<file path="src/rtl/mem_tag_responder.sv">
// mem_tag_responder: tagged D$/I$ request arbiter, SRAM driver and fixed-latency response pipeline.
// Define MEM_ARB_ROUND_ROBIN_EN for alternating D$/I$ grants; otherwise D$ has fixed priority.
`ifndef NUM_MEM_TAGS
`define NUM_MEM_TAGS 15
`endif
`ifndef MEM_BLOCK_BITS
`define MEM_BLOCK_BITS 64
`endif
module mem_tag_responder #(
  parameter int NUM_TAGS    = `NUM_MEM_TAGS + 1,
  parameter int MEM_LATENCY = 4,
  parameter int SRAM_AW     = 13,
  localparam int TW = $clog2(NUM_TAGS),
  localparam int BW = `MEM_BLOCK_BITS
) (
  input  logic               clock_i,
  input  logic               reset_ni,
  input  logic               dc_req_valid_i,
  input  logic               dc_req_store_i,
  input  logic [31:0]        dc_req_addr_i,
  input  logic [BW-1:0]      dc_req_wdata_i,
  output logic               dc_req_accepted_o,
  input  logic               ic_req_valid_i,
  input  logic [31:0]        ic_req_addr_i,
  output logic               ic_req_accepted_o,
  output logic [TW-1:0]      current_req_tag_o,
  output logic [BW-1:0]      mem_data_o,
  output logic [TW-1:0]      mem_data_tag_o,
  output logic               sram_re_o,
  output logic               sram_we_o,
  output logic [SRAM_AW-1:0] sram_addr_o,
  output logic [BW-1:0]      sram_wdata_o,
  input  logic [BW-1:0]      sram_rdata_i
);
  logic [NUM_TAGS-1:1] free_q, free_d;
  logic [TW-1:0]       tag_q [MEM_LATENCY];
  logic [BW-1:0]       data_q [1:MEM_LATENCY-1];
  logic [TW-1:0]       alloc_tag;
  logic                tag_avail, dc_ok, ic_ok, load_acc, store_acc, unused_addr;
  logic [31:0]         req_addr;
  always_comb begin
    alloc_tag = '0;
    for (int i = NUM_TAGS - 1; i >= 1; i--) alloc_tag = free_q[i] ? TW'(i) : alloc_tag;
  end
  assign tag_avail = |free_q;
  assign dc_ok     = dc_req_valid_i && (dc_req_store_i || tag_avail);
  assign ic_ok     = ic_req_valid_i && tag_avail;
`ifdef MEM_ARB_ROUND_ROBIN_EN
  // last_dc_q = 1 when D$ took the most recent grant; a tag-starved port never gets a grant, so keeps its turn
  logic last_dc_q, last_dc_d;
  assign dc_req_accepted_o = dc_ok && !(ic_ok && last_dc_q);
  assign last_dc_d = (dc_req_accepted_o || ic_req_accepted_o) ? dc_req_accepted_o : last_dc_q;
  always_ff @(posedge clock_i or negedge reset_ni)
    if (!reset_ni) last_dc_q <= 1'b0;
    else last_dc_q <= last_dc_d;
`else
  assign dc_req_accepted_o = dc_ok;
`endif
  assign ic_req_accepted_o = ic_ok && !dc_req_accepted_o;
  assign store_acc         = dc_req_accepted_o && dc_req_store_i;
  assign load_acc          = (dc_req_accepted_o && !dc_req_store_i) || ic_req_accepted_o;
  assign req_addr          = dc_req_accepted_o ? dc_req_addr_i : ic_req_addr_i;
  assign unused_addr       = ^{req_addr[31:SRAM_AW+3], req_addr[2:0]};
  assign current_req_tag_o = load_acc ? alloc_tag : '0;
  assign sram_re_o         = load_acc;
  assign sram_we_o         = store_acc;
  assign sram_addr_o       = (load_acc || store_acc) ? req_addr[SRAM_AW+2:3] : '0;
  assign sram_wdata_o      = store_acc ? dc_req_wdata_i : '0;
  assign mem_data_o        = data_q[MEM_LATENCY-1];
  assign mem_data_tag_o    = tag_q[MEM_LATENCY-1];
  // Allocation only looks at free_q, so a tag freed by this cycle's broadcast is reissued next cycle at the earliest
  always_comb begin
    free_d = free_q;
    if (tag_q[MEM_LATENCY-1] != '0) free_d[tag_q[MEM_LATENCY-1]] = 1'b1;
    if (load_acc) free_d[alloc_tag] = 1'b0;
  end
  always_ff @(posedge clock_i or negedge reset_ni)
    if (!reset_ni) begin
      free_q <= '1;
      for (int i = 0; i < MEM_LATENCY; i++) tag_q[i] <= '0;
      for (int i = 1; i < MEM_LATENCY; i++) data_q[i] <= '0;
    end else begin
      free_q   <= free_d;
      tag_q[0] <= current_req_tag_o;
      for (int i = 1; i < MEM_LATENCY; i++) tag_q[i] <= tag_q[i-1];
      data_q[1] <= (tag_q[0] != '0) ? sram_rdata_i : '0;
      for (int i = 2; i < MEM_LATENCY; i++) data_q[i] <= data_q[i-1];
    end
endmodule

</file>
<file path="config.mk">
export PLATFORM = sky130hd
export DESIGN_NAME = mem_tag_responder
export DESIGN_NICKNAME = d
export VERILOG_FILES = /design/src/rtl/mem_tag_responder.sv
export SDC_FILE = /design/constraint.sdc
export NUM_CORES = 1
export LEC_CHECK = 0
export ABC_CLOCK_PERIOD_IN_PS = 3500
export CORE_AREA = 2 2 135 137
export CTS_CLUSTER_DIAMETER = 120
export DETAILED_ROUTE_END_ITERATION = 12
export DIE_AREA = 0 0 137 139
export HOLD_SLACK_MARGIN = 0.06
export PLACE_DENSITY = 0.86
export SYNTH_ARGS = -nofsm -noshare
export SYNTH_HDL_FRONTEND = slang
export SYNTH_SLANG_ARGS = --single-unit
</file>
<file path="constraint.sdc">
create_clock -name clock_i -period 3.5 [get_ports clock_i]
set_input_delay 0.875 -clock clock_i [delete_from_list [all_inputs] [get_ports clock_i]]
set_output_delay 0.875 -clock clock_i [all_outputs]
set_load 0.1 [all_outputs]
</file>
-- After elaboration in Yosys (flattened, before gate mapping)
Index checks and enable logic that the tools add are counted.
- reductions and logical operators: 15
- bitwise gates (word level): 3
- multiplexer cells: 26
- magnitude comparators: 4
- operator list (operator ; number):
    2-to-1 mux 64 bit ; 2
    2-to-1 mux 4 bit ; 16
    2-to-1 mux 15 bit ; 2
    2-to-1 mux 16 bit ; 1
    bitwise AND 15 bit ; 1
    inverter 15 bit ; 1
    bitwise OR 15 bit ; 1
    OR reduction 15 bit ; 1
    2-to-1 mux 13 bit ; 1
    < comparator 4 x 5 -> 1 bit (second input constant) ; 2
    demux 1 bit (select 4 bit) ; 2
    >= comparator 4 x 1 -> 1 bit (second input constant) ; 2
    nonzero test 4 bit ; 2
    logical AND 1 bit ; 7
    logical OR 1 bit ; 3
    zero test 1 bit ; 2
    2-to-1 mux 1 bit ; 2
- logic and storage cells: 56
- register bits after elaboration: 223
- output and inout bits: 153
- bits of input ports: 197

-- Depth between registers and ports, before layout
- depth in word-level cells: 22
- gate-level depth with buffers: 7
- gate-level depth less buffers: 5

-- Least setup slack after synthesis
Ideal clock, no wire load.
- kind: in2out
- start point: input port dc_req_valid_i
- end point: output port current_req_tag_o[3]
- stages: 4
- required time: 2625 ps
- path buffers: 0
- arrival: 3750 ps
- setup slack: -1125 ps
- cell sequence: nand2b_1 > o21ai_0 > nand2_1 > a211oi_1
- word-level cells in the longest chain between the ends: 5
- elaborated cells on any way between the ends: 6
- ends and longest elaborated chain (element ; RTL line ; text):
    start: declaration ; 18 ; input logic dc_req_valid_i,
    logical AND 1 bit (*) ; 46 ; assign dc_ok = dc_req_valid_i && (dc_req_store_i || tag_avail);
    zero test 1 bit ; 59 ; assign ic_req_accepted_o = ic_ok && !dc_req_accepted_o;
    logical AND 1 bit ; 59 ;
    logical OR 1 bit (*) ; 61 ; assign load_acc = (dc_req_accepted_o && !dc_req_store_i) || ic_req_accepted_o;
    2-to-1 mux 4 bit (*) ; 64 ; assign current_req_tag_o = load_acc ? alloc_tag : '0;
    end: declaration ; 26 ; output logic [TW-1:0] current_req_tag_o,
Mark *: on every way between the ends. The rest lies on a longest branch, timed or not.

-- Worst setup path in the final report
Same ends and word-level chain as after synthesis.

==> results.sh <==
export IMPL_gp_congestion=0.933
export IMPL_p_leak_nw=5.80
export IMPL_relSlewSlack_pct=45.3
export IMPL_cap_violations=0
export IMPL_fmax_mhz=297
export IMPL_cts_buffers=22
export IMPL_post_place_ws_ns=0.142
export IMPL_seq_area_frac_synth_pct=72.4
export IMPL_io_buffers=311
export IMPL_endpoint_kind="output pin"
export IMPL_die_h_um=139
export IMPL_cp_required_ns=2.62
export IMPL_post_cts_setup_buffers=0
export IMPL_fin_crit_sh_pct=96.2
export IMPL_critPathArrivalTime_ns=2.49
export IMPL_status="completed"
export IMPL_syn_area_mm2=0.00773
export IMPL_antenna_found_initial=1
export IMPL_die_area_mm2=0.0190
export IMPL_yosys_area_top_type="dfrtp_1"
export IMPL_grt_use_total_pct=23.9
export IMPL_setup_tns_ns=0
export IMPL_finClkSkew_ns=0.0224
export IMPL_clock_sinks=223
export IMPL_worstMarginPinSlew_ns=0.814
export IMPL_hold_path_depth=0
export IMPL_path_clk_slew_ns=0.07
export IMPL_dr_pass1_iters=4
export IMPL_yosys_top_cells_area="dfrtp_1 67%, buf_4 6.6%, nor2b_1 5.5%"
export IMPL_syn_nets=747
export IMPL_drtIter0Drc=250
export IMPL_ys_warnings_count=0
export IMPL_grt_max_degree=111
export IMPL_vdd_drop_max_uv=924
export IMPL_multi_input_area_mm2=0.00152
export IMPL_hpwlAfterDp_um=17300
export IMPL_cts_max_level=1
export IMPL_fill_cells=1176
export IMPL_layout_cells_non_filler=1049
export IMPL_avgSynthCellArea_um2=14.1
export IMPL_gr_total_overflow=0
export IMPL_netlist_instances=550
export IMPL_dieWidth_um=137
export IMPL_r2r_start="free_q[14]$_DFF_PN1_"
export IMPL_vias=5002
export IMPL_synth_cell_type_count=41
export IMPL_antenna_left=0
export IMPL_setup_viol=0
export IMPL_routed_wl_um=22700
export IMPL_path_class="input pin to output pin"
export IMPL_ys_ff_latch=223
export IMPL_initial_utilization_pct=43.8
export IMPL_grt_pass1_vias=5319
export IMPL_synth_top_area_share_pct=67.3
export IMPL_cts_buffer_depth=3
export IMPL_power_density_mw_per_mm2=973
export IMPL_r2r_worst_path_cells=5
export IMPL_grt_pass1_wl_um=33300
export IMPL_rows=49
export IMPL_path_max_fanout=3
export IMPL_hold_class="flip-flop to flip-flop"
export IMPL_slew_violations=0
export IMPL_seq_area_mm2=0.00560
export IMPL_startpoint_type="input pin"
export IMPL_core_area_mm2=0.0177
export IMPL_hold_start="data_q[157]$_DFF_PN0_"
export IMPL_cts_resized=0
export IMPL_cts_tree="done"
export IMPL_drive_above_1_share_pct=28.8
export IMPL_hold_slack_ns=0.327
export IMPL_hold_viol=0
export IMPL_cts_hold_buf=0
export IMPL_clk_latency_ns=0.52
export IMPL_period_minus_slack_ns=3.37
export IMPL_rsz0062_at_grt="false"
export IMPL_dp_cells=1008
export IMPL_area_growth_syn_to_layout_pct=57.5
export IMPL_wl_per_cell_um=21.6
export IMPL_fin_ws_ns=0.132
export IMPL_reg2reg_to="free_q[15]$_DFF_PN1_"
export IMPL_vias_per_cell=4.77
export IMPL_num_io_pins=350
export IMPL_worstHoldEndpoint="data_q[93]$_DFF_PN0_"
export IMPL_drc_errors=0
export IMPL_nets=1000
export IMPL_ff2ff_setup_slack_ns=1.62
export IMPL_clockRootBuffer="clkbuf_16"
[routing by layer]
layer  global-route usage (%)  share of wire (%)  vias to the layer above
li1                         -                  -                     2260
met1                     26.2                 34                     2427
met3                     7.79                9.6                       54
met2                     41.2                 51                      261
met4                     11.9                4.9                        0
met5                        0                  0                        -
[cell families (layout without fill, tap and decap cells)]
family	Yosys count	count (layout)	share of synthesized area, %
flops	223	223	72.4
simple gates	174	174	14.4
buf+inv	98	367	8.17
compound gates	54	54	4.95
mux	1	1	0.129
other cells	0	1	0
[worst max-delay path by stage]
stage               depth (start not counted)                    to                  from  slack, ns
floorplan                                   4  current_req_tag_o[3]        dc_req_valid_i      -0.14
global placement                            8  current_req_tag_o[0]        dc_req_valid_i       0.17
detailed placement                          6  current_req_tag_o[3]        dc_req_valid_i       0.14
CTS                                         6  current_req_tag_o[0]  free_q[11]$_DFF_PN1_       0.12
global route                                6  current_req_tag_o[3]        dc_req_valid_i       0.01
finish                                      6  current_req_tag_o[3]        dc_req_valid_i       0.13
[final cells by class]
class | instances | share of cell area, %
Multi-Input combinational cell | 229 | 12.5
Clock inverter | 15 | 2.04
Sequential cell | 223 | 46.0
Clock buffer | 25 | 4.78
Timing Repair Buffer | 320 | 32.1
Tap cell | 229 | 2.35
Antenna cell | 1 | 0.0205
Inverter | 7 | 0.216
[placed cells by master, fill, tap and decap left out, types with 5 or more instances in the layout]
cell,n
and3_1,64
bufinv_16,5
nor2b_1,68
buf_12,89
buf_4,73
clkbuf_16,22
a31oi_1,5
a21oi_1,19
dfstp_2,15
clkdlybuf4s50_1,157
a22o_1,9
nor2_1,12
nand2_1,7
dfrtp_1,208
inv_1,7
[cell usage after synthesis]
cell type	count
nor4_1	2
and3b_1	1
o21bai_1	1
nor4_4	3
a31oi_1	5
dfstp_2	15
a41oi_1	2
o31ai_1	1
nor2b_4	1
nor2_1	12
a21oi_1	20
o311ai_0	1
and3_1	64
a211oi_1	1
o21a_1	1
mux2i_1	1
a221oi_2	1
buf_6	1
a22o_2	4
nand2_1	7
nor2b_1	68
inv_1	7
o21ai_0	4
nand3_1	1
buf_2	1
buf_4	68
and2b_2	1
a22o_1	9
nor2_2	2
o311a_1	1
a21o_1	1
nor4_2	2
nand4_2	1
nor3_1	4
dfrtp_1	208
o41ai_1	1
clkbuf_1	21
nand2b_1	3
or3_1	1
o221ai_2	1
and2_1	1
[through the flow]
step,utilization [%],total power [mW],area [µm²]
final,69.0,11.9,12200
after global routing,69.0,12.3,12200
after CTS,69.0,12.0,12200
after detailed placement,64.3,9.29,11300
after global placement,64.3,9.16,11300
after floorplan,-,8.27,7740
[registers in the layout, summed over array words and instances (netlist names)]
register and count:
data_q 128, mem_data_tag_o 4, tag_q 12, mem_data_o 64, free_q 15
[critical path, stage by stage]
cell	delay [ns]
clkdlybuf4s50_1	0.54
inv_1	0.08
o21ai_0	0.25
nand2_1	0.16
a211oi_2	0.36
buf_12	0.22
[report_power, final]
group | total, mW | internal [mW] | switching, mW | leakage [nW]
clock network | 2.60 | 1.59 | 1.01 | 0.392
registers | 4.19 | 3.70 | 0.486 | 2.86
logic | 5.07 | 1.12 | 3.94 | 2.55
Power figures use the tool's default switching activity.
